`src/rtl/pvr_f2f_pkg.sv`:
```
//=============================================================================
// Module   : pvr_f2f_pkg
// Purpose  : Shared constants, value classes and per-lane stage payloads for
//            the pipelined float-to-fixed converter (pvr_f2f_pipe).
// Revision : 1.0 - initial multi-lane pipelined release
//=============================================================================
`default_nettype none

package pvr_f2f_pkg;

   localparam int FP_EXP_BIAS = 127;
   localparam int FP_MAN_W    = 23;
   localparam int FP_EXP_MAX  = 255;

   // Widest supported output lane; stage payloads are sized for it.
   localparam int MAG_W       = 48;

   typedef enum logic [1:0] {
      ZERO = 2'd0,
      NORM = 2'd1,
      INF  = 2'd2,
      NAN  = 2'd3
   } f2f_class_t;

   // S1 payload: unpacked float fields.
   typedef struct packed {
      logic               sign;
      f2f_class_t         cls;
      logic [7:0]         exp;
      logic [FP_MAN_W:0]  man;   // hidden bit included
   } f2f_s1_t;

   // S2 payload: scaled magnitude ready for rounding / saturation.
   typedef struct packed {
      logic               sign;
      f2f_class_t         cls;
      logic               ovf;   // magnitude cannot fit OUT_W bits at all
      logic [MAG_W-1:0]   mag;
      logic               rnd;   // last bit shifted out on a right shift
   } f2f_s2_t;

   // Denormals are flushed to ZERO.
   function automatic f2f_class_t f2f_classify(input logic [7:0] e,
                                               input logic [FP_MAN_W-1:0] f);
      f2f_class_t cls;
      if (e == 8'd0)
         cls = ZERO;
      else if (e == 8'(FP_EXP_MAX))
         cls = (f == '0) ? INF : NAN;
      else
         cls = NORM;
      return cls;
   endfunction

endpackage

`default_nettype wire

```
`src/rtl/pvr_f2f_lane.sv`:
```
//=============================================================================
// Module   : pvr_f2f_lane
// Purpose  : Three-stage datapath converting one IEEE-754 single to a signed
//            OUT_W-bit fixed-point value. No valid logic: every stage loads
//            when en_i is high.
// Ports    : clock, reset_n  - clock / async active-low reset
//            en_i            - common pipeline advance enable
//            fp_i            - input float (captured into S1)
//            frac_i          - clamped fractional bits, already aligned to S1
//            data_o, sat_o   - registered S3 result and saturation flag
// Options  : PVR_F2F_ROUND_EN - round to nearest, ties away from zero;
//                               otherwise truncate toward zero.
// Revision : 1.0 - initial release
//=============================================================================
`default_nettype none

module pvr_f2f_lane
   import pvr_f2f_pkg::*;
#(
   parameter int OUT_W = 32
) (
   input  logic             clock,
   input  logic             reset_n,
   input  logic             en_i,
   input  logic [31:0]      fp_i,
   input  logic [5:0]       frac_i,
   output logic [OUT_W-1:0] data_o,
   output logic             sat_o
);

   localparam logic [9:0]       SH_BIAS = 10'(FP_EXP_BIAS + FP_MAN_W);
   localparam logic [OUT_W-1:0] MAX_POS = {1'b0, {(OUT_W-1){1'b1}}};
   localparam logic [OUT_W-1:0] MIN_NEG = {1'b1, {(OUT_W-1){1'b0}}};
   // Magnitude limits in OUT_W+1 bits; the negative side admits 2^(OUT_W-1).
   localparam logic [OUT_W:0]   LIM_POS = {2'b00, {(OUT_W-1){1'b1}}};
   localparam logic [OUT_W:0]   LIM_NEG = {2'b01, {(OUT_W-1){1'b0}}};

   f2f_s1_t          s1_d, s1_q;
   f2f_s2_t          s2_d, s2_q;
   logic [OUT_W-1:0] data_d, data_q;
   logic             sat_d, sat_q;

   logic [9:0]       sh;
   logic [9:0]       nsh;
   logic [OUT_W+23:0] wide;
   logic [OUT_W:0]   mag_r;
   logic [OUT_W:0]   neg;

   // S1: unpack
   always_comb begin
      s1_d.sign = fp_i[31];
      s1_d.exp  = fp_i[30:23];
      s1_d.man  = {1'b1, fp_i[22:0]};
      s1_d.cls  = f2f_classify(fp_i[30:23], fp_i[22:0]);
   end

   // S2: scale by 2^(e - 150 + frac). sh is a 10-bit two's-complement value.
   always_comb begin
      sh        = 10'(s1_q.exp) - SH_BIAS + 10'(frac_i);
      nsh       = 10'(0) - sh;
      wide      = {{OUT_W{1'b0}}, s1_q.man} << sh[5:0];
      s2_d.sign = s1_q.sign;
      s2_d.cls  = s1_q.cls;
      s2_d.ovf  = 1'b0;
      s2_d.mag  = '0;
      s2_d.rnd  = 1'b0;
      if (!sh[9]) begin
         // Bit OUT_W-1 is kept in mag so S3 can accept exactly -2^(OUT_W-1);
         // anything above it, or a shift past the lane, can never fit.
         s2_d.ovf = (sh >= 10'(OUT_W)) || (|wide[OUT_W+23:OUT_W]);
         s2_d.mag = MAG_W'(wide[OUT_W-1:0]);
      end else if (nsh < 10'd25) begin
         s2_d.mag = MAG_W'(s1_q.man >> nsh[4:0]);
`ifdef PVR_F2F_ROUND_EN
         s2_d.rnd = s1_q.man[5'(nsh[4:0] - 5'd1)];
`endif
      end
   end

   // S3: round, saturate, negate, special values
   always_comb begin
      mag_r  = {1'b0, s2_q.mag[OUT_W-1:0]} + (OUT_W+1)'(s2_q.rnd);
      neg    = ~mag_r + 1'b1;
      data_d = '0;
      sat_d  = 1'b0;
      case (s2_q.cls)
         ZERO: begin
            data_d = '0;
            sat_d  = 1'b0;
         end
         NAN: begin
            data_d = '0;
            sat_d  = 1'b1;
         end
         INF: begin
            data_d = s2_q.sign ? MIN_NEG : MAX_POS;
            sat_d  = 1'b1;
         end
         default: begin
            if (s2_q.sign) begin
               if (s2_q.ovf || (mag_r > LIM_NEG)) begin
                  data_d = MIN_NEG;
                  sat_d  = 1'b1;
               end else begin
                  data_d = neg[OUT_W-1:0];
               end
            end else begin
               if (s2_q.ovf || (mag_r > LIM_POS)) begin
                  data_d = MAX_POS;
                  sat_d  = 1'b1;
               end else begin
                  data_d = mag_r[OUT_W-1:0];
               end
            end
         end
      endcase
   end

   always_ff @(posedge clock or negedge reset_n) begin
      if (!reset_n) begin
         s1_q   <= '0;
         s2_q   <= '0;
         data_q <= '0;
         sat_q  <= 1'b0;
      end else if (en_i) begin
         s1_q   <= s1_d;
         s2_q   <= s2_d;
         data_q <= data_d;
         sat_q  <= sat_d;
      end
   end

   assign data_o = data_q;
   assign sat_o  = sat_q;

endmodule

`default_nettype wire

```
`src/rtl/pvr_f2f_pipe.sv`:
```
//=============================================================================
// Module   : pvr_f2f_pipe
// Purpose  : Pipelined NUM_CH-lane float-to-signed-fixed converter with
//            valid/ready flow control, tag passthrough and a saturating
//            saturation-event counter. Latency 3, throughput 1/cycle.
// Ports    : clock, reset_n          - clock / async active-low reset
//            frac_bits               - fractional bits (clamped to MAX_FRAC)
//            in_valid/in_ready       - input handshake
//            in_data, in_tag         - packed floats and sideband tag
//            out_valid/out_ready     - output handshake
//            out_data, out_tag       - packed fixed results and their tag
//            out_sat                 - per-lane saturation flags
//            clr_stats, sat_count    - counter clear / saturation count
// Options  : PVR_F2F_ROUND_EN (in pvr_f2f_lane) selects rounding.
// Revision : 1.0 - initial release
//=============================================================================
`default_nettype none

module pvr_f2f_pipe
   import pvr_f2f_pkg::*;
#(
   parameter int NUM_CH   = 3,
   parameter int OUT_W    = 32,
   parameter int TAG_W    = 8,
   parameter int MAX_FRAC = 31
) (
   input  logic                    clock,
   input  logic                    reset_n,
   input  logic [5:0]              frac_bits,
   input  logic                    in_valid,
   output logic                    in_ready,
   input  logic [NUM_CH*32-1:0]    in_data,
   input  logic [TAG_W-1:0]        in_tag,
   output logic                    out_valid,
   input  logic                    out_ready,
   output logic [NUM_CH*OUT_W-1:0] out_data,
   output logic [TAG_W-1:0]        out_tag,
   output logic [NUM_CH-1:0]       out_sat,
   input  logic                    clr_stats,
   output logic [15:0]             sat_count
);

   logic             en;
   logic [5:0]       frac_d, frac_q;
   logic [2:0]       vld_q;
   logic [TAG_W-1:0] tag1_q, tag2_q, tag3_q;
   logic [15:0]      cnt_d, cnt_q;
   logic [16:0]      cnt_sum;
   logic [15:0]      pop;

   // Whole pipe advances unless a valid output is being held back.
   assign en       = !vld_q[2] || out_ready;
   assign in_ready = en;
   assign frac_d   = (frac_bits > 6'(MAX_FRAC)) ? 6'(MAX_FRAC) : frac_bits;

   always_ff @(posedge clock or negedge reset_n) begin
      if (!reset_n) begin
         vld_q  <= '0;
         frac_q <= '0;
         tag1_q <= '0;
         tag2_q <= '0;
         tag3_q <= '0;
      end else if (en) begin
         vld_q  <= {vld_q[1:0], in_valid};
         frac_q <= frac_d;
         tag1_q <= in_tag;
         tag2_q <= tag1_q;
         tag3_q <= tag2_q;
      end
   end

   for (genvar g = 0; g < NUM_CH; g++) begin : g_lane
      pvr_f2f_lane #(
         .OUT_W (OUT_W)
      ) u_lane (
         .clock   (clock),
         .reset_n (reset_n),
         .en_i    (en),
         .fp_i    (in_data[32*g +: 32]),
         .frac_i  (frac_q),
         .data_o  (out_data[OUT_W*g +: OUT_W]),
         .sat_o   (out_sat[g])
      );
   end

   // Counter: clear wins over the same-cycle increment; sticks at all-ones.
   always_comb begin
      pop = '0;
      for (int i = 0; i < NUM_CH; i++)
         pop = pop + 16'(out_sat[i]);
      cnt_sum = {1'b0, cnt_q} + {1'b0, pop};
      cnt_d   = cnt_q;
      if (clr_stats)
         cnt_d = '0;
      else if (vld_q[2] && out_ready)
         cnt_d = cnt_sum[16] ? 16'hFFFF : cnt_sum[15:0];
   end

   always_ff @(posedge clock or negedge reset_n) begin
      if (!reset_n)
         cnt_q <= '0;
      else
         cnt_q <= cnt_d;
   end

   assign out_valid = vld_q[2];
   assign out_tag   = tag3_q;
   assign sat_count = cnt_q;

endmodule

`default_nettype wire

```
`config.mk`:
```
export PLATFORM = sky130hd
export DESIGN_NAME = pvr_f2f_pipe
export DESIGN_NICKNAME = d
export VERILOG_FILES = /design/src/rtl/pvr_f2f_pkg.sv /design/src/rtl/pvr_f2f_lane.sv /design/src/rtl/pvr_f2f_pipe.sv
export SDC_FILE = /design/constraint.sdc
export NUM_CORES = 2
export LEC_CHECK = 0
export CAP_MARGIN = 20
export CORE_ASPECT_RATIO = 2
export CORE_MARGIN = 8
export CORE_UTILIZATION = 35
export CTS_BUF_LIST = sky130_fd_sc_hd__clkbuf_2 sky130_fd_sc_hd__clkbuf_4 sky130_fd_sc_hd__clkbuf_8
export DETAILED_ROUTE_END_ITERATION = 10
export PLACE_DENSITY = 0.54
export SETUP_SLACK_MARGIN = 0.5
export SYNTH_ARGS = -nofsm -noshare
export SYNTH_HDL_FRONTEND = slang
export SYNTH_HIERARCHICAL = 1
export SYNTH_SLANG_ARGS = --single-unit
export TNS_END_PERCENT = 30
```
`constraint.sdc`:
```
create_clock -name clock -period 5.13 [get_ports clock]
set_clock_uncertainty 0.05 [all_clocks]
set_input_delay 0.513 -clock clock [delete_from_list [all_inputs] [get_ports clock]]
set_output_delay 0.513 -clock clock [all_outputs]
set_load 0.05 [all_outputs]
```
==> summary.txt <==
CTS
  • # H-tree levels: 2
  • Clock insertion delay at the later pin of the skew report: between 700 and 800 ps
  • Maximum clock path buffer count: 3
  • Number of CTS-inserted buffers: 58
  • CTS tree: built
  • Post-cts gate resize count: 0
  • Clk root buf: clkbuf_8
  • # Post-CTS Setup Buffers: 0
  • Clock slew seen by the registers of the worst setup and hold paths: 60 ps
  • Number of sinks driven by the clock tree: between 300 and 400

Route
  • Post-DRT Antenna Nets: 0
  • Wirelength, routed: 104 mm
  • Pre-Repair DR Iteration Count: 7
  • Violation count after the first detailed-routing iteration: 1,766
  • Routed via count: 25,700
  • Via density per instance: around 6.0
  • Routed wirelength normalized by instance count: 24.1 µm
  • DRC violation count after routing: 0

Cells and area
  • Count of non-filler cells in the finished layout: around 4,300
  • Fill cell instance count of the final layout: 7,822
  • Signed area change from the synthesized netlist to the final layout: 17.3%
  • Layout Cell Area excl Fill: 32,200 µm²
  • Fraction of layout instances using a drive strength above 1: 0.159
  • # nets final: 3,388

Critical path
  • Arrival time of the worst setup path: 4870 ps
  • Cell count of the worst reg-to-reg path: 9
  • Maximum fanout encountered on the critical timing path: 11
  • Element type at the critical path start: register
  • Category of the worst setup path capture point: register
  • Endpoint required time on the critical path: 5700 ps
  • Register-to-register setup slack: approximately 830 ps
  • WS Path Type: reg2reg
  • Endpoint of the lowest-slack register-to-register path: g_lane[2].u_lane/s2_q[2]$_DFFE_PN0P_
  • Worst reg2reg startpoint: g_lane[2].u_lane/s1_q[25]$_DFFE_PN0P_

Logic synthesis
  • Total standard cell area after synthesis: 27,500 µm²
  • Total of warnings raised by yosys: 6
  • Number of flip-flops and latches in the synthesized netlist: 361
  • Synthesized area per cell: 8.86 µm²
  • Most common cell in the synthesized netlist: nand2_1
  • Top post-synthesis cells by area: dfrtp_1 (33%), mux4_2 (8.6%), mux2_2 (5.8%), nand2_1 (5.2%), o21ai_0 (4.6%)
  • Gate count after technology mapping: ~3,100
  • Sequential area share after synthesis: 0.329
  • Nets in the synthesized netlist: approximately 3,200
  • Top cells by count, synth: nand2_1 (378), dfrtp_1 (361), o21ai_0 (254), nor2_1 (220), a21oi_1 (172)
  • Count of flip-flops with a built-in enable after synthesis: 0
  • Largest area contributor in the netlist: dfrtp_1
  • Main synth FF type: dfrtp_1
  • Distinct cells, synth: 100
  • Share of flip-flops with an asynchronous set or reset after synthesis: 1.00
  • Fraction of post-synthesis cell area in the top cell type by area: 0.329

Die
  • Total core area: a little under 80,000 µm²
  • Area enclosed by the die boundary: roughly 88,000 µm²
  • Effective utilization at floorplan: 0.353
  • IO Count: 240
  • Site row count: roughly 150
  • Floorplan die width: 214 µm
  • Die outline height: between 400 and 500 µm

Global routing
  • Via count of the first global-routing pass: around 26,000
  • Pin count of the biggest net entering global routing: 127
  • Initial antenna violation count: 16
  • Gr usage total: 0.229
  • Gr ovfl total: 0
  • Wire length of the first global-routing pass: 160 mm

STA
  • Total count of max-transition violations in the final report: 0
  • Rel. slew slack: 0.290
  • Final worst path period need: 4300 ps
  • Fin crit share: 0.838
  • Count of endpoints failing hold in the final timing report: 0
  • Final setup TNS: 0 ps
  • Pin slew with the least headroom to its limit: 1060 ps
  • Total setup violations reported at the end of the flow: 0
  • Highest clock frequency the design can meet: 233 MHz
  • Setup repair after global routing missed its margin: false

Placed design
  • Port Buffer Count: 239
  • Post-detailed-placement cell area: 30,900 µm²
  • Placed wire-length estimate: 80.0 mm
  • Count of placed standard cells including taps: 4,205
  • Last weighted congestion value of the routability-driven placer: between 0.9 and 1

Worst hold path
  • Hold crit path type: in2reg
  • Worst Hold Depth: 2
  • Sink of the worst hold path: tag1_q[7]$_DFFE_PN0P_
  • Hold path start: in_tag[7]

Run status
  • Status: complete, no violations

Run
  • Total of max-cap violations: 0
==> registers in the layout, indices dropped and copies added, names as in the netlist <==
register and flops:
g_lane.u_lane/data_o 96, vld_q 3, g_lane.u_lane/sat_o 3, frac_q 6, g_lane.u_lane/s2_q 108, sat_count 16, out_tag 8, tag2_q 8
g_lane.u_lane/s1_q 105, tag1_q 8
==> how the worst max path moves through the flow <==
stage / start / to / cells past startpoint
after global placement: g_lane[2].u_lane/s1_q[25]$_DFFE_PN0P_ / g_lane[2].u_lane/s2_q[1]$_DFFE_PN0P_ / 9
after global routing: g_lane[2].u_lane/s1_q[25]$_DFFE_PN0P_ / g_lane[2].u_lane/s2_q[3]$_DFFE_PN0P_ / 10
final: g_lane[2].u_lane/s1_q[25]$_DFFE_PN0P_ / g_lane[2].u_lane/s2_q[2]$_DFFE_PN0P_ / 9
after CTS: g_lane[2].u_lane/s1_q[25]$_DFFE_PN0P_ / g_lane[2].u_lane/s2_q[2]$_DFFE_PN0P_ / 10
after floorplan: frac_q[0]$_DFFE_PN0P_ / g_lane[0].u_lane/s2_q[49]$_DFFE_PN0P_ / 13
after detailed placement: g_lane[2].u_lane/s1_q[25]$_DFFE_PN0P_ / g_lane[2].u_lane/s2_q[3]$_DFFE_PN0P_ / 10
==> cell type report <==
type / count / area, µm² / share of cell area
diodes: 6 / 15.0 / 0.000466
clock buffers: 88 / 1090 / 0.0337
clock inverters: 15 / 221 / 0.00687
inverters: 73 / 274 / 0.00851
multi-input cells: 2421 / 17200 / 0.534
flip-flops and latches: 361 / 9030 / 0.280
well taps: 1029 / 1290 / 0.0400
repair buffers: 324 / 3080 / 0.0957
==> worst max-delay path, cell delays in order, from the launching register on <==
cell      delay (ps)
dfrtp_1          440
ha_1             320
ha_1             430
and3_1           250
a221oi_1         640
a21oi_1          200
or3b_1           560
nor2_1           700
nand3_1          360
o221ai_1         260
==> repair_timing <==
item / CTS / global route
endpoints found under the setup margin: 0 / 0
hold buffers: 1 / 0
hold endpoints to repair: 77 / 0
==> per-stage QoR <==
step	setup WS [ps]	utilization	hold slack, ps
3_5_place_dp	881	0.396	399
4_1_cts	854	0.413	287
5_1_grt	612	0.414	319
2_1_floorplan	1550	-	167
6_report	833	0.414	351
3_3_place_gp	931	0.396	387
==> metal layers <==
metal / GRT usage / up-vias / share of wire
met1: 0.232 / 12500 / 0.35
met2: 0.429 / 873 / 0.53
li1: - / 12000 / -
met4: 0.146 / 20 / 0.070
met5: 0 / - / 0.0013
met3: 0.0391 / 341 / 0.048
==> cells by family (layout without fill, tap and decap cells) <==
logic type                 Yosys count  count (layout)  synth area share
AOI/OAI and AO/OA                  917             917             0.214
xor gates and xnor gates            53              53            0.0169
adders and majority gates           34              34            0.0169
buffers and inverters              318             500            0.0474
DFF                                361             361             0.329
muxes                              362             362             0.186
other                                0               6                 0
and+or+nand+nor                   1055            1055             0.190
==> layout by cell type, fill, tap and decap left out, types with 20 or more instances in the layout <==
cell	synthesis	final
ha_1	29	26
nor2b_1	21	21
mux2_2	141	141
or3_1	44	44
o21ai_0	254	254
nand2_1	378	378
o22ai_1	43	43
nand4_1	31	31
a211oi_1	38	38
nand3_1	70	70
inv_1	68	68
xnor2_1	41	35
clkbuf_4	0	20
a221oi_1	20	20
nor2_1	220	220
a21o_1	38	38
a22oi_1	52	52
clkdlybuf4s50_1	0	238
a21oi_1	172	172
a31oi_1	90	90
o221ai_1	26	26
o31ai_1	23	23
or2_2	22	22
nor4_1	39	39
mux4_2	105	105
clkbuf_8	0	68
o211ai_1	22	22
nor3_1	86	86
dfrtp_1	361	361
mux2i_1	115	115
buf_4	4	80
and3_1	22	22
Power is left out: the tool's default activity adds up to more than one toggle a clock period on the data nets, which glitch-free logic cannot reach.
